**src/rtl/mult_pkg.sv**
```systemverilog
// Shared definitions for the serial multiplier and its operand serializer:
// FSM state encoding, default operand/frame widths and a counter-width helper.
package mult_pkg;

    typedef enum logic [1:0] {
        IDLE  = 2'd0,
        START = 2'd1,
        SHIFT = 2'd2,
        GAP   = 2'd3
    } state_t;

    localparam int MULT_A_W     = 10;
    localparam int MULT_B_W     = 10;
    localparam int MULT_FRAME_W = 32;
    localparam int MULT_GAP_CYC = 4;

    // Counter width able to hold 0..n-1, never narrower than one bit.
    function automatic int cnt_width(input int n);
        return (n > 1) ? $clog2(n) : 1;
    endfunction

endpackage

```
**src/rtl/mult_operand_serializer.sv**
```systemverilog
// Packs operands A and B into a zero-padded frame, strobes the multiplier start
// and shifts the frame out LSB-first, then holds off for a guard interval.
module mult_operand_serializer
    import mult_pkg::*;
#(
    parameter int A_W     = MULT_A_W,
    parameter int B_W     = MULT_B_W,
    parameter int FRAME_W = MULT_FRAME_W,
    parameter int GAP_CYC = MULT_GAP_CYC
) (
    input  logic           clk,
    input  logic           rst_n,
    input  logic [A_W-1:0] op_a,
    input  logic [B_W-1:0] op_b,
    input  logic           op_valid,
    output logic           op_ready,
    output logic           ctrl,
    output logic           in,
    output logic           busy,
    output logic           frame_done
);

    localparam int CNT_W = cnt_width(FRAME_W);
    localparam int GAP_W = cnt_width(GAP_CYC + 1);
    localparam logic [CNT_W-1:0] LAST_BIT = CNT_W'(FRAME_W - 1);
    localparam logic [GAP_W-1:0] GAP_LAST = GAP_W'(GAP_CYC);

    if (FRAME_W < A_W + B_W) begin : g_frame_too_narrow
        $error("mult_operand_serializer: FRAME_W must be >= A_W + B_W");
    end

    state_t             state;
    logic [CNT_W-1:0]   bit_cnt;
    logic [GAP_W-1:0]   gap_cnt;
    logic [FRAME_W-1:0] frame;
    logic [FRAME_W-1:0] packed_frame;

    assign op_ready = (state == IDLE);

    // Frame layout: A in the LSBs, B directly above, remaining bits zero.
    always_comb begin
        packed_frame                 = '0;
        packed_frame[A_W-1:0]        = op_a;
        packed_frame[A_W+B_W-1:A_W]  = op_b;
    end

    // Control FSM; outputs follow the state by one registered cycle. The first
    // GAP cycle still carries the last data bit on the line, so GAP always lasts
    // GAP_CYC+1 state cycles and yields exactly GAP_CYC idle bits on `in`.
    always_ff @(posedge clk or negedge rst_n) begin
        if (!rst_n) begin
            state      <= IDLE;
            ctrl       <= 1'b0;
            in         <= 1'b0;
            busy       <= 1'b0;
            frame_done <= 1'b0;
            bit_cnt    <= '0;
            gap_cnt    <= '0;
            frame      <= '0;
        end else begin
            ctrl       <= 1'b0;
            in         <= 1'b0;
            frame_done <= 1'b0;
            case (state)
                IDLE: begin
                    if (op_valid && op_ready) begin
                        state <= START;
                        frame <= packed_frame;
                        busy  <= 1'b1;
                    end else begin
                        busy  <= 1'b0;
                    end
                end
                START: begin
                    ctrl    <= 1'b1;
                    bit_cnt <= '0;
                    state   <= SHIFT;
                end
                SHIFT: begin
                    in <= frame[bit_cnt];
                    if (bit_cnt == LAST_BIT) begin
                        gap_cnt <= '0;
                        state   <= GAP;
                    end else begin
                        bit_cnt <= bit_cnt + CNT_W'(1);
                    end
                end
                GAP: begin
                    frame_done <= (gap_cnt == '0);
                    if (gap_cnt == GAP_LAST) begin
                        busy  <= 1'b0;
                        state <= IDLE;
                    end else begin
                        gap_cnt <= gap_cnt + GAP_W'(1);
                    end
                end
                default: begin
                    busy  <= 1'b0;
                    state <= IDLE;
                end
            endcase
        end
    end

endmodule

```
**config.mk**
```make
export PLATFORM = sky130hd
export DESIGN_NAME = mult_operand_serializer
export DESIGN_NICKNAME = d
export VERILOG_FILES = /design/src/rtl/mult_pkg.sv /design/src/rtl/mult_operand_serializer.sv
export SDC_FILE = /design/constraint.sdc
export NUM_CORES = 1
export LEC_CHECK = 0
export ABC_AREA = 1
export CORE_ASPECT_RATIO = 0.7
export CORE_MARGIN = 2
export CORE_UTILIZATION = 65
export DETAILED_ROUTE_END_ITERATION = 16
export DONT_BUFFER_PORTS = 1
export GPL_TIMING_DRIVEN = 0
export PLACE_DENSITY_LB_ADDON = 0.05
export SLEW_MARGIN = 20
export SYNTH_ARGS = -nofsm -noshare
export SYNTH_HDL_FRONTEND = slang
export SYNTH_SLANG_ARGS = --single-unit
export TNS_END_PERCENT = 10
```
**constraint.sdc**
```tcl
create_clock -name clk -period 2.6 [get_ports clk]
set_input_delay 0.39 -clock clk [delete_from_list [all_inputs] [get_ports clk]]
set_output_delay 0.39 -clock clk [all_outputs]
set_load 0.01 [all_outputs]
```
==> results of run 1 <==
worst max-delay path, cell delays in order (launching register included):
cell	delay [ns]
sky130_fd_sc_hd__dfrtp_1	0.47
sky130_fd_sc_hd__ha_1	0.25
sky130_fd_sc_hd__inv_1	0.05
sky130_fd_sc_hd__nor3_1	0.18
sky130_fd_sc_hd__ha_1	0.17
sky130_fd_sc_hd__or2_4	0.16
sky130_fd_sc_hd__inv_6	0.05
sky130_fd_sc_hd__nor2_4	0.14
sky130_fd_sc_hd__nand2_2	0.06
sky130_fd_sc_hd__xor2_1	0.14
sky130_fd_sc_hd__a21oi_1	0.12
routing by layer:
| metal | share of wire, % | up-vias | track usage, % |
|---|---|---|---|
| met1 | 48 | 568 | 34.7 |
| met3 | 4.6 | 6 | 8.87 |
| met4 | 1.0 | 0 | 8.75 |
| met5 | 0 | - | 0 |
| li1 | - | 595 | - |
| met2 | 47 | 27 | 41.0 |
synthesized netlist by cell type:
library cell,instances
sky130_fd_sc_hd__nor3_1,1
sky130_fd_sc_hd__nand2_2,2
sky130_fd_sc_hd__or2_4,1
sky130_fd_sc_hd__buf_2,3
sky130_fd_sc_hd__nor2_2,1
sky130_fd_sc_hd__nor2_4,1
sky130_fd_sc_hd__nand3_1,11
sky130_fd_sc_hd__buf_6,2
sky130_fd_sc_hd__nand4_1,3
sky130_fd_sc_hd__inv_6,1
sky130_fd_sc_hd__xor2_1,1
sky130_fd_sc_hd__mux2_2,16
sky130_fd_sc_hd__a21oi_1,9
sky130_fd_sc_hd__nand2_4,1
sky130_fd_sc_hd__o22ai_1,1
sky130_fd_sc_hd__nor2_1,16
sky130_fd_sc_hd__nand3_2,3
sky130_fd_sc_hd__o211ai_1,1
sky130_fd_sc_hd__o211ai_2,1
sky130_fd_sc_hd__nand2_1,23
sky130_fd_sc_hd__o21ai_0,8
sky130_fd_sc_hd__inv_1,17
sky130_fd_sc_hd__dfrtp_1,34
sky130_fd_sc_hd__inv_2,4
sky130_fd_sc_hd__o21ai_1,5
sky130_fd_sc_hd__ha_1,8
final cells by class:
class,instances,area [µm²]
repair buffers,2,30.0
fillers,179,607
clock buffers,7,86.3
clock inverters,1,5.00
inverters,22,87.6
multi-input cells,113,731
well taps,34,42.5
flip-flops and latches,34,851
plain buffers,5,37.5
kinds of logic (layout without fill, tap and decap cells):
family / Yosys count / after routing / share of synthesized area (%)
muxes: 16 / 16 / 10.6
and+or+nand+nor: 63 / 63 / 17.9
DFF: 34 / 34 / 49.9
AOI/OAI and AO/OA: 25 / 25 / 7.99
adders and majority gates: 8 / 8 / 5.87
buffers and inverters: 27 / 37 / 7.33
xor gates and xnor gates: 1 / 1 / 0.513
power groups by stage:
stage	clock [mW]	sequential [mW]	combinational, mW
2_1_floorplan	0	0.912	0.856
3_3_place_gp	0	0.945	1.00
3_5_place_dp	0	0.963	1.05
4_1_cts	0.403	0.956	1.07
5_1_grt	0.425	0.990	1.21
6_report	0.389	0.960	1.06
worst paths after layout:
path,from,to,slack (ns),cells past startpoint
worst max-delay path,bit_cnt[1],gap_cnt[2],0.73,10
worst min-delay path,op_b[3],frame[13],0.26,1
worst max register to register,bit_cnt[1],gap_cnt[2],0.73,10
worst min register to register,gap_cnt[2],frame_done,0.51,1
max in group asynchronous,rst_n,frame[15],1.85,2
min in group asynchronous,rst_n,frame[3],0.58,2
stage by stage:
step | utilization (%) | area, µm² | setup slack [ns]
after floorplan | - | 1710 | 0.940
after detailed placement | 70.6 | 1750 | 0.769
after global placement | 70.6 | 1750 | 0.815
final | 75.5 | 1870 | 0.726
after global routing | 75.5 | 1870 | 0.594
after CTS | 75.5 | 1870 | 0.744
repair_timing:
action / in CTS / in global routing
hold buffers: 2 / 0
setup buffers: 0 / 0
endpoints found under the hold margin: 34 / 0
sequential cells by signal (all words and copies together), names as in the netlist:
register	count
frame_done	1
busy	1
frame	20
bit_cnt	5
state	2
ctrl	1
gap_cnt	3
in	1
==> metrics.sh, run 1 <==
SYNTH_AREA_PER_CELL_UM2=9.81
TRITONCTS_NUM_SINKS=34
CLK_PATH_BUF_DEPTH=2
AVGVIACOUNTPERCELL=5.49
INITIAL_CORE_UTIL_PCT=68.9
AREA_GROWTH_PCT=9.60
GRT_SETUP_UNREPAIRED='false'
ROUTEDWLPERCELL_UM=15.5
SYNTH.YOSYS.SEQ_AREA_SHARE_PCT=49.9
MAX-SLEW-MARGIN-REL_PCT=78.5
PIN_COUNT_OF_THE_BIGGEST_NET_ENTERING_GLOBAL_ROUTING=35
SYNTH-SEQ-CELLS=34
POSTSYNTHCELLCOUNT=174
SYNTHESIS.AREA_MM2=0.00171
GRTUSAGETOTAL_PCT=26.0
POST-DP-HPWL_MM=2.49
SHARE_SEQ_OF_TOTAL_POWER_PCT=39.8
NUM_ANTENNA_CELLS=0
CTS_INSERTED_BUFFERS=5
DIE_WIDTH_UM=65.2
SYNTH_FP_NETS=205
SYNTH_TOP_AREA_SHARE_PCT=49.9
GPL.FINAL_WEIGHTED_CONGESTION=0.783
YS.WARNINGS.COUNT=0
POWER.INTERNAL_mW=1.44
ROOT_BUFFER='sky130_fd_sc_hd__clkbuf_8'
NETS=214
FINAL.SETUP_SKEW_NS=0.00402
PORTBUFFERS=0
CTSRESIZECOUNT=0
VERTICAL_DIE_DIMENSION_UM=46.9
TIMING.CRITICAL_PATH.REQUIRED_NS=2.80
SHARE_COMB_OF_TOTAL_POWER_PCT=44.1
MOST-COMMON-LAYOUT-CELLS='sky130_fd_sc_hd__dfrtp_1, sky130_fd_sc_hd__nand2_1, sky130_fd_sc_hd__inv_1'
SWITCHING_POWER_uW=967
CRITPATHKIND='reg2reg'
POST_SYNTH_MAIN_AREA_CONTRIBUTORS='sky130_fd_sc_hd__dfrtp_1, sky130_fd_sc_hd__mux2_2, sky130_fd_sc_hd__ha_1, sky130_fd_sc_hd__nand2_1, sky130_fd_sc_hd__inv_1'
HOLD_VIOLATIONS=0
FINAL-SETUP-VIOL-COUNT=0
CRITICAL_PATH.ENDPOINT_TYPE='flip-flop'
DIE_AREA_MM2=0.00306
POST-ROUTE-DRC-COUNT=0
P_LEAK_nW=0.917
TIMING.FMAX_GHz=0.534
CLK_LATENCY_NS=0.28
MAXSLEWVIOLCOUNT=0
DRT-PASS1-ITER-COUNT=4
POSTROUTEWIRELENGTH_MM=3.37
FIN_HOLD_WS_NS=0.260
LIBRARY_CELLS_USED_BY_SYNTHESIS=26
GRT_FIRST_PASS_WIRELENGTH_MM=5.62
PLACED_CELLS=208
HOLD_CLASS='in2reg'
WORST_PATH_MAXIMUM_FANOUT=7
FINAL_MIN_PERIOD_OVER_CLOCK_PERIOD_PCT=72.1
CORE_MM2=0.00248
TRITONCTS='done'
CP_DATA_ARRIVAL_TIME_NS=2.08
CTS.CLK_SLEW.WORST_PATHS_NS=0.07
MAXIMUM_CAPACITANCE_VIOLATIONS=0
SYNTHDOMINANTAREACELLTYPE='sky130_fd_sc_hd__dfrtp_1'
IR_DROP_V=0.000699
RUN_STATUS='finished clean'
CLKPWRFRAC_PCT=16.1
FIN_TNS_SETUP_NS=0
SWITCHING_FRACTION_OF_TOTAL_POWER_PCT=40.1
NUM_ROWS=15
TIMING_WORST_SLEW_PIN_VALUE_NS=0.318
FINAL-INSTANCE-COUNT-EXCL-FILL=218
CTS-HTREE-LEVELS=2
POST_ROUTE_CELLS_DRIVE_ABOVE_1_SHARE_PCT=23.9
ANTENNA_FOUND_INITIAL=0
GLOBALROUTE.TOTALOVERFLOW=0
FIRST_ITER_VIOLATIONS=119
ANTENNA_LEFT=0
WORST_SETUP_PATH_START_KIND='flip-flop'
FIRST_GLOBAL_VIAS=1179
IO_PINS=28
TOTAL_NUMBER_OF_VIAS=1196
POWERDENSITY_mW_PER_MM2=1290
FIN_TOTAL_PWR_mW=2.41
FINAL_PERIOD_MINUS_WORST_SETUP_SLACK_NS=1.87
FINAL_COMMON_CELL='sky130_fd_sc_hd__dfrtp_1'
Power figures use the tool's default switching activity.
==> run 2: changes to the inputs <==
- CORE_UTILIZATION: 65 -> 62
- clock period: 2.6 -> 1.95 ns (I/O delays scaled with it)
==> run 2 against run 1 <==
Against the previous run:
- final cell count shrank 0.46%
- count of clock-buffer cells in the layout is the same
- maximum frequency grew 3.5%
- clock power grew 20%
- total power grew 30%
==> metrics.sh, run 2 (synthesis gave the netlist of run 1 again) <==
CRITPATHKIND='reg2reg'
MOST-COMMON-LAYOUT-CELLS='sky130_fd_sc_hd__dfrtp_1, sky130_fd_sc_hd__nand2_1, sky130_fd_sc_hd__inv_1'
TIMING.CRITICAL_PATH.REQUIRED_NS=2.15
MET2_WIRELENGTH_MM=1.46
CP_DATA_ARRIVAL_TIME_NS=2.01
FINAL_COMMON_CELL='sky130_fd_sc_hd__dfrtp_1'
P_LEAK_nW=0.905
GRT_SETUP_UNREPAIRED='false'
VERTICAL_DIE_DIMENSION_UM=47.9
ANTENNA_LEFT=0
MAX-SLEW-MARGIN-REL_PCT=78.4
FINAL_CORE_UTILIZATION_PCT=73.3
FINAL_PERIOD_MINUS_WORST_SETUP_SLACK_NS=1.81
MAXSLEWVIOLCOUNT=0
CTS-HTREE-LEVELS=2
REGMOSTFLOPS='frame'
GRT_FIRST_PASS_WIRELENGTH_MM=5.12
PIN_COUNT_OF_THE_BIGGEST_NET_ENTERING_GLOBAL_ROUTING=35
FINAL_MIN_PERIOD_OVER_CLOCK_PERIOD_PCT=92.8
TIMING_WORST_SLEW_PIN_VALUE_NS=0.320
NETS=214
WORST_PATH_MAXIMUM_FANOUT=7
FINAL.SETUP_SKEW_NS=0.00409
FINAL-SETUP-VIOL-COUNT=0
CLK_PATH_BUF_DEPTH=2
ROUTE.LAYER.MET1.WL_MM=1.46
HIGHEST_LAYER='met4'
NUM_ANTENNA_CELLS=0
GLOBALROUTE.TOTALOVERFLOW=0
AREA_GROWTH_PCT=8.87
INITIAL_CORE_UTIL_PCT=67.4
CTS_INSERTED_BUFFERS=5
ROUTEDWLPERCELL_UM=14.4
DIE_AREA_MM2=0.00320
IO_PINS=28
CTS.CLK_SLEW.WORST_PATHS_NS=0.06
AVGVIACOUNTPERCELL=5.62
NUM_ROWS=15
POST_ROUTE_CELLS_DRIVE_ABOVE_1_SHARE_PCT=24.0
FIRST_GLOBAL_VIAS=1177
TRITONCTS_NUM_SINKS=34
POSTROUTEWIRELENGTH_MM=3.12
WORST_SETUP_PATH_START_KIND='flip-flop'
RUN_STATUS='finished clean'
REGS_BY_FF_COUNT='frame: 20 flops, bit_cnt: 5 flops, gap_cnt: 3 flops'
CLK_LATENCY_NS=0.27
ROOT_BUFFER='sky130_fd_sc_hd__clkbuf_8'
LARGEST_REG_FLOPS=20
TOTAL_NUMBER_OF_VIAS=1219
DIE_WIDTH_UM=66.7
GPL.FINAL_WEIGHTED_CONGESTION=0.826
MAXIMUM_CAPACITANCE_VIOLATIONS=0
ANTENNA_FOUND_INITIAL=0
HOLD_VIOLATIONS=0
CRITICAL_PATH.ENDPOINT_TYPE='flip-flop'
POWERDENSITY_mW_PER_MM2=1690
CORE_MM2=0.00253
POST-ROUTE-DRC-COUNT=0
FIN_TNS_SETUP_NS=0
PORTBUFFERS=0
HOLD_CLASS='in2reg'
FIRST_ITER_VIOLATIONS=80
POST-DP-HPWL_MM=2.35
TIMING.FMAX_GHz=0.552
WL_MET3_UM=149
TRITONCTS='done'
GRTUSAGETOTAL_PCT=22.9
IR_DROP_V=0.000882
DRT-PASS1-ITER-COUNT=4
## run 2: area by class of cell
cell class | instances | area, µm²
sequential | 34 | 853
multi-input combinational | 113 | 731
fill | 209 | 676
inverter | 22 | 87.6
clock buffer | 7 | 76.3
tap | 34 | 42.5
buffer | 5 | 37.5
timing repair buffer | 2 | 30.0
## run 2: final timing paths
path	to	slack [ns]	cells past startpoint	start
max	gap_cnt[2]	0.14	10	bit_cnt[1]
min	frame[16]	0.17	1	op_b[6]
max reg2reg	gap_cnt[2]	0.14	10	bit_cnt[1]
min reg2reg	frame_done	0.50	1	gap_cnt[2]
max in group asynchronous	bit_cnt[0]	1.29	2	rst_n
min in group asynchronous	frame[5]	0.47	2	rst_n
## run 2: where the power goes
part	internal [mW]	switching [mW]	total, mW
Clock	0.245	0.220	0.465
Combinational	0.596	0.818	1.41
Sequential	1.05	0.215	1.26
## run 2: worst max-delay path, cell delays in order, from the launching register on
cell and delay (ns):
sky130_fd_sc_hd__dfrtp_2 0.42, sky130_fd_sc_hd__ha_1 0.21, sky130_fd_sc_hd__inv_1 0.06, sky130_fd_sc_hd__nor3_1 0.21, sky130_fd_sc_hd__ha_1 0.18, sky130_fd_sc_hd__or2_4 0.16
sky130_fd_sc_hd__inv_6 0.05, sky130_fd_sc_hd__nor2_4 0.14, sky130_fd_sc_hd__nand2_2 0.06, sky130_fd_sc_hd__xor2_1 0.14, sky130_fd_sc_hd__a21oi_1 0.11
## run 2: through the flow
stage | std cells | setup WS [ns] | total power, mW | area [µm²] | hold WS [ns]
finish | 217 | 0.140 | 3.14 | 1860 | 0.165
global route | 217 | 0.000253 | 3.43 | 1860 | 0.158
CTS | 217 | 0.0795 | 3.16 | 1860 | 0.160
floorplan | 174 | 0.290 | 2.36 | 1710 | -0.00309
detailed placement | 208 | 0.135 | 2.67 | 1750 | -0.00238
global placement | 208 | 0.182 | 2.59 | 1750 | -0.00240
## run 2: timing repair
action / 4_1_cts / 5_1_grt
gates resized for setup: 0 / 2
endpoints found under the hold margin: 34 / 0
setup buffers: 0 / 0
endpoints found under the setup margin: 0 / 1
hold buffers: 2 / 0
## run 2: routing by layer
layer  up-vias  global-route usage [%]
li1        590                       -
met1       594                    29.2
met2        29                    37.2
met3         6                    7.29
met4         0                    9.80
met5         -                       0
==> run 3: changes to the inputs <==
- CAP_MARGIN: unset -> 20
- HOLD_SLACK_MARGIN: unset -> 0.12
==> results of run 3 <==
Same layout as run 2: the final DEF is identical, and so are final timing and power.
